`src/rtl/uart_pkg.sv`:
```
// Shared UART definitions: parity encodings, receiver state encodings, default divider.
// Also intended for the matching transmitter.
package uart_pkg;

   localparam int PARITY_NONE     = 0;
   localparam int PARITY_ODD      = 1;
   localparam int PARITY_EVEN     = 2;

   // 12 MHz core clock / 115200 baud
   localparam int DEFAULT_CLK_DIV = 104;

   typedef enum logic [2:0] {
      ST_IDLE   = 3'd0,
      ST_START  = 3'd1,
      ST_DATA   = 3'd2,
      ST_PARITY = 3'd3,
      ST_STOP   = 3'd4,
      ST_DONE   = 3'd5,
      ST_BREAK  = 3'd6
   } rx_state_t;

endpackage

```
`src/rtl/uart_rx_param_sync.sv`:
```
// Two-flop synchroniser for a single asynchronous input; output lags d by 2 cycles.
// Reset value is a parameter so idle-high and idle-low lines can both use it.
module sync_2ff #(
   parameter logic RST_VAL = 1'b1
) (
   input  logic clk,
   input  logic rst,
   input  logic d,
   output logic q
);

   logic meta;

   always_ff @(posedge clk) begin
      if (rst) begin
         meta <= RST_VAL;
         q    <= RST_VAL;
      end else begin
         meta <= d;
         q    <= meta;
      end
   end

endmodule

```
`src/rtl/uart_rx_param.sv`:
```
// Parametrised UART receiver: mid-bit sampling, optional parity, 1-2 stop bits; rxdone one cycle
// after the last stop-bit sample. No backpressure: each word is a one-cycle pulse, held until the next.
module uart_rx_param
   import uart_pkg::*;
#(
   parameter int CLK_DIV   = DEFAULT_CLK_DIV,
   parameter int DATA_BITS = 8,
   parameter int PARITY    = PARITY_NONE,
   parameter int STOP_BITS = 1
) (
   input  logic                 clk,
   input  logic                 rst,
   input  logic                 rx,
   input  logic                 recvdata,
   output logic [DATA_BITS-1:0] rxbyte,
   output logic                 rxdone,
   output logic                 frame_err,
   output logic                 parity_err,
   output logic                 busy
);

   localparam int CW = $clog2(CLK_DIV);
   localparam int BW = $clog2(DATA_BITS + 1);
   localparam logic [CW-1:0] HALF_LD  = CW'(CLK_DIV / 2 - 1);
   localparam logic [CW-1:0] FULL_LD  = CW'(CLK_DIV - 1);
   localparam logic [BW-1:0] LAST_DAT = BW'(DATA_BITS - 1);
   localparam logic [BW-1:0] LAST_STP = BW'(STOP_BITS - 1);
   localparam logic          PAR_ODD  = (PARITY == PARITY_ODD);

   rx_state_t            state, state_nxt;
   logic [CW-1:0]        clk_cnt;
   logic [BW-1:0]        bit_cnt;
   logic [DATA_BITS-1:0] shift;
   logic                 fe_latch, pe_latch;
   logic                 rx_s;
   logic                 tick;

   sync_2ff #(.RST_VAL(1'b1)) u_sync (
      .clk (clk),
      .rst (rst),
      .d   (rx),
      .q   (rx_s)
   );

   assign tick   = (clk_cnt == '0);
   assign busy   = (state != ST_IDLE);
   assign rxdone = (state == ST_DONE);

   always_comb begin
      state_nxt = state;
      case (state)
         ST_IDLE:   if (recvdata && !rx_s) state_nxt = ST_START;
         ST_START:  if (tick) state_nxt = rx_s ? ST_IDLE : ST_DATA;
         ST_DATA:   if (tick && bit_cnt == LAST_DAT)
                       state_nxt = (PARITY != PARITY_NONE) ? ST_PARITY : ST_STOP;
         ST_PARITY: if (tick) state_nxt = ST_STOP;
         ST_STOP:   if (tick && bit_cnt == LAST_STP) state_nxt = ST_DONE;
         // a line still low after the frame is a break, not a new start bit
         ST_DONE:   state_nxt = rx_s ? ST_IDLE : ST_BREAK;
         ST_BREAK:  if (rx_s) state_nxt = ST_IDLE;
         default:   state_nxt = ST_IDLE;
      endcase
   end

   always_ff @(posedge clk) begin
      if (rst) begin
         state      <= ST_IDLE;
         clk_cnt    <= '0;
         bit_cnt    <= '0;
         shift      <= '0;
         fe_latch   <= 1'b0;
         pe_latch   <= 1'b0;
         rxbyte     <= '0;
         frame_err  <= 1'b0;
         parity_err <= 1'b0;
      end else begin
         state <= state_nxt;

         if (state_nxt != state)
            clk_cnt <= (state_nxt == ST_START) ? HALF_LD : FULL_LD;
         else if (state == ST_IDLE || state == ST_BREAK)
            clk_cnt <= '0;
         else if (tick)
            clk_cnt <= FULL_LD;
         else
            clk_cnt <= clk_cnt - 1'b1;

         if (state_nxt != state)
            bit_cnt <= '0;
         else if (tick && (state == ST_DATA || state == ST_STOP))
            bit_cnt <= bit_cnt + 1'b1;

         if (state == ST_IDLE && state_nxt == ST_START) begin
            fe_latch <= 1'b0;
            pe_latch <= 1'b0;
         end

         // LSB-first: each new bit enters at the top and walks down
         if (state == ST_DATA && tick)
            shift <= {rx_s, shift[DATA_BITS-1:1]};

         if (state == ST_PARITY && tick)
            pe_latch <= (((^shift) ^ rx_s) != PAR_ODD);

         if (state == ST_STOP && tick)
            fe_latch <= fe_latch | ~rx_s;

         // results become visible together with the rxdone cycle
         if (state == ST_STOP && state_nxt == ST_DONE) begin
            rxbyte     <= shift;
            frame_err  <= fe_latch | ~rx_s;
            parity_err <= pe_latch;
         end
      end
   end

endmodule

```
`config.mk`:
```
export PLATFORM = sky130hd
export DESIGN_NAME = uart_rx_param
export DESIGN_NICKNAME = d
export VERILOG_FILES = /design/src/rtl/uart_pkg.sv /design/src/rtl/uart_rx_param_sync.sv /design/src/rtl/uart_rx_param.sv
export SDC_FILE = /design/constraint.sdc
export NUM_CORES = 1
export LEC_CHECK = 0
export CAP_MARGIN = 20
export CORE_UTILIZATION = 50
export DETAILED_ROUTE_END_ITERATION = 8
export GPL_TIMING_DRIVEN = 0
export PLACE_DENSITY = 0.71
export SETUP_SLACK_MARGIN = 0.1
export SLEW_MARGIN = 20
export SYNTH_ARGS = -nofsm -noshare
export SYNTH_HDL_FRONTEND = slang
export SYNTH_HIERARCHICAL = 1
export SYNTH_SLANG_ARGS = --single-unit
```
`constraint.sdc`:
```
create_clock -name clk -period 4.53 [get_ports clk]
set_clock_uncertainty 0.2 [all_clocks]
set_input_delay 0.906 -clock clk [delete_from_list [all_inputs] [get_ports clk]]
set_output_delay 0.906 -clock clk [all_outputs]
set_load 0.02 [all_outputs]
```
==> results.yml <==
clock_tree:
  cts_num_sinks: 36
  cts-root-buf: "clkbuf_4"
  tritoncts: "built"
  cts_setup_buffers: 0
  insertion_delay_ns: 0.33
  cts_buffer_depth: 2
  path_clk_slew_ns: 0.10
  holdBufCountCts: 0
  cts_inserted_buffers: 5
  cts_max_level: 2
  post_cts_resize_count: 0
worst_hold_path:
  hold_class: "flip-flop to flip-flop"
power_and_ir_drop:
  p_per_area_mw_per_mm2: 282.2
  clkPwrFrac_pct: 33.8
  pwr-share-seq_pct: 58.0
  p_sw_uw: 129.6
  combPwrFrac_pct: 8.3
  power.internal_uw: 425.9
  switching_share_pct: 23.32
  p_leak_nw: 0.8359
  peakVddDrop_uv: 181.7
detailed_routing:
  drtAntennaViolNets: 0
  vias: 1287
  wl_per_cell_um: 12.79
  viasPerCell: 5.190
  routed_wl_um: 3172
  drt_iter0_markers: 67
  dr.pass1.iters: 4
  drc_errors: 0
sta:
  period_share_pct: 67.58
  setup_viol: 0
  holdWs_ns: 0.2159
  slew_headroom_pct: 60.36
  slew_viol_final: 0
  rsz0062_at_grt: "no"
  worst_pin_slew_ns: 0.5866
  fin_crit_ns: 3.061
  tns_ns: 0
  fmax_mhz: 326.6
  hold_viol: 0
synth:
  syn_area_per_cell_um2: 9.329
  postSynth.topFlopCell: "dfxtp_1"
  ys_async_sr_fraction_pct: 0
  synth-seq-cells: 36
  syn_nets: 189
  synth_area_leaders: "dfxtp_1 (42%), mux2i_1 (11%), nor2_1 (6.4%)"
  syn_area_mm2: 0.001698
  ys_seq_area_share_pct: 42.45
  yosysTopAreaCellShare_pct: 42.45
  synth_edf_count: 0
  synth.distinct_cells: 44
  syn_inst: 182
  ys_warn_count: 6
  synth_top_area_cell: "dfxtp_1"
  synth_common_cells: "dfxtp_1 (36), nor2_1 (29), mux2i_1 (18)"
  synth_most_common_cell: "dfxtp_1"
worst_setup_path:
  startpoint_type: "flip-flop"
  worstPathMaxFanout: 10
  setup.worst_path.class: "flip-flop to output port"
  crit_required_ns: 3.42
  setup.worst_path.end_class: "output port"
  cp.arrival_ns: 1.96
floorplan:
  pin_count: 16
  die_x_um: 60.28
  row_count: 20
  core-area_mm2: 0.003128
  dieArea_mm2: 0.003633
  die_y_um: 60.28
  start_util_pct: 54.28
global_route:
  grt_pass1_vias: 1239
  antenna_found_initial: 0
  grtUsageTotal_pct: 20.82
  grt_overflow: 0
  grt_max_degree: 11
  grt_pass1_wl_um: 5554
place:
  port_buffers: 15
  place_inst: 241
  hpwl_um: 2331
  place.gp.congestion: 0.8136
  placed_area_mm2: 0.001903
final_layout:
  area_delta_synth_final_pct: 15.92
  diodes: 0
  stdcell_count: 248
  nets: 211
  final_area_mm2: 0.001968
  final_util_pct: 62.92
  drive_gt1_share_pct: 11.27
  fill_cells: 276
run_status:
  status: "finished, final reports clean"
flow_run:
  max_cap_violations: 0
cells in the final DEF, fill, tap and decap left out, types with 4 or more instances in the layout:
cell / n
xnor2_1: 9
a31oi_1: 4
xor2_1: 5
o21ai_0: 4
clkdlybuf4s50_1: 15
mux2i_1: 18
nor3_1: 5
dfxtp_1: 36
a21oi_1: 6
clkbuf_4: 5
nand2_1: 7
clkbuf_1: 7
nor2_1: 29
inv_1: 7
power by group through the flow:
stage	Sequential, mW	Combinational (mW)	Clock, mW
global placement	0.329	0.0445	0
global route	0.322	0.0516	0.206
detailed placement	0.329	0.0460	0
floorplan	0.329	0.0343	0
finish	0.322	0.0460	0.188
CTS	0.322	0.0463	0.196
critical path: stages (launching register included):
cell,delay (ns)
dfxtp_1,0.44
clkbuf_1,0.35
and3_1,0.23
clkdlybuf4s50_1,0.60
logic make-up after synthesis:
| kind of cell | Yosys count | synth area share (%) |
|---|---|---|
| muxes | 18 | 10.61 |
| buffers and inverters | 19 | 5.454 |
| xor gates and xnor gates | 15 | 8.548 |
| and+or+nand+nor | 65 | 20.34 |
| AOI/OAI and AO/OA | 25 | 9.727 |
| adders and majority gates | 4 | 2.874 |
| DFF | 36 | 42.45 |
path summary, 6_finish.rpt:
| kind | start | end | slack (ns) | cells past startpoint |
|---|---|---|---|---|
| setup reg to reg | clk_cnt[0]$_SDFF_PP0_ | shift[1]$_SDFFE_PP0P_ | 2.08 | 8 |
| hold reg to reg | u_sync/meta$_SDFF_PP1_ | u_sync/q$_SDFF_PP1_ | 0.22 | 1 |
| setup / recovery | state[0]$_SDFF_PP0_ | rxdone | 1.47 | 3 |
| hold / removal | u_sync/meta$_SDFF_PP1_ | u_sync/q$_SDFF_PP1_ | 0.22 | 1 |
state kept, by name (all words and copies together), names as in the netlist:
register	flops
frame_err	1
pe_latch	1
rxbyte	8
u_sync/q	1
state	3
u_sync/meta	1
parity_err	1
clk_cnt	7
shift	8
fe_latch	1
bit_cnt	4
per-layer routing:
layer	track usage, %	routed length, um
met5	0	0
met4	7.641	49
met3	5.844	93
met2	36.11	1633
met1	24.10	1395
layout make-up:
| cell class | count | area [um^2] | share of cell area (%) |
|---|---|---|---|
| Inverter | 7 | 26.28 | 1.335 |
| Tap cell | 44 | 55.05 | 2.797 |
| Clock buffer | 7 | 65.06 | 3.306 |
| Buffer | 12 | 66.31 | 3.369 |
| Timing Repair Buffer | 15 | 150.1 | 7.629 |
| Sequential cell | 36 | 720.7 | 36.62 |
| Multi-Input combinational cell | 127 | 884.6 | 44.95 |
stage by stage:
| step | setup slack [ns] | total power [mW] |
|---|---|---|
| 2_1_floorplan | 2.315 | 0.3628 |
| 3_3_place_gp | 1.770 | 0.3735 |
| 3_5_place_dp | 1.749 | 0.3753 |
| 4_1_cts | 1.446 | 0.5647 |
| 5_1_grt | 1.296 | 0.5806 |
| 6_report | 1.469 | 0.5554 |
Note: power is estimated with default switching activity, not from simulation.
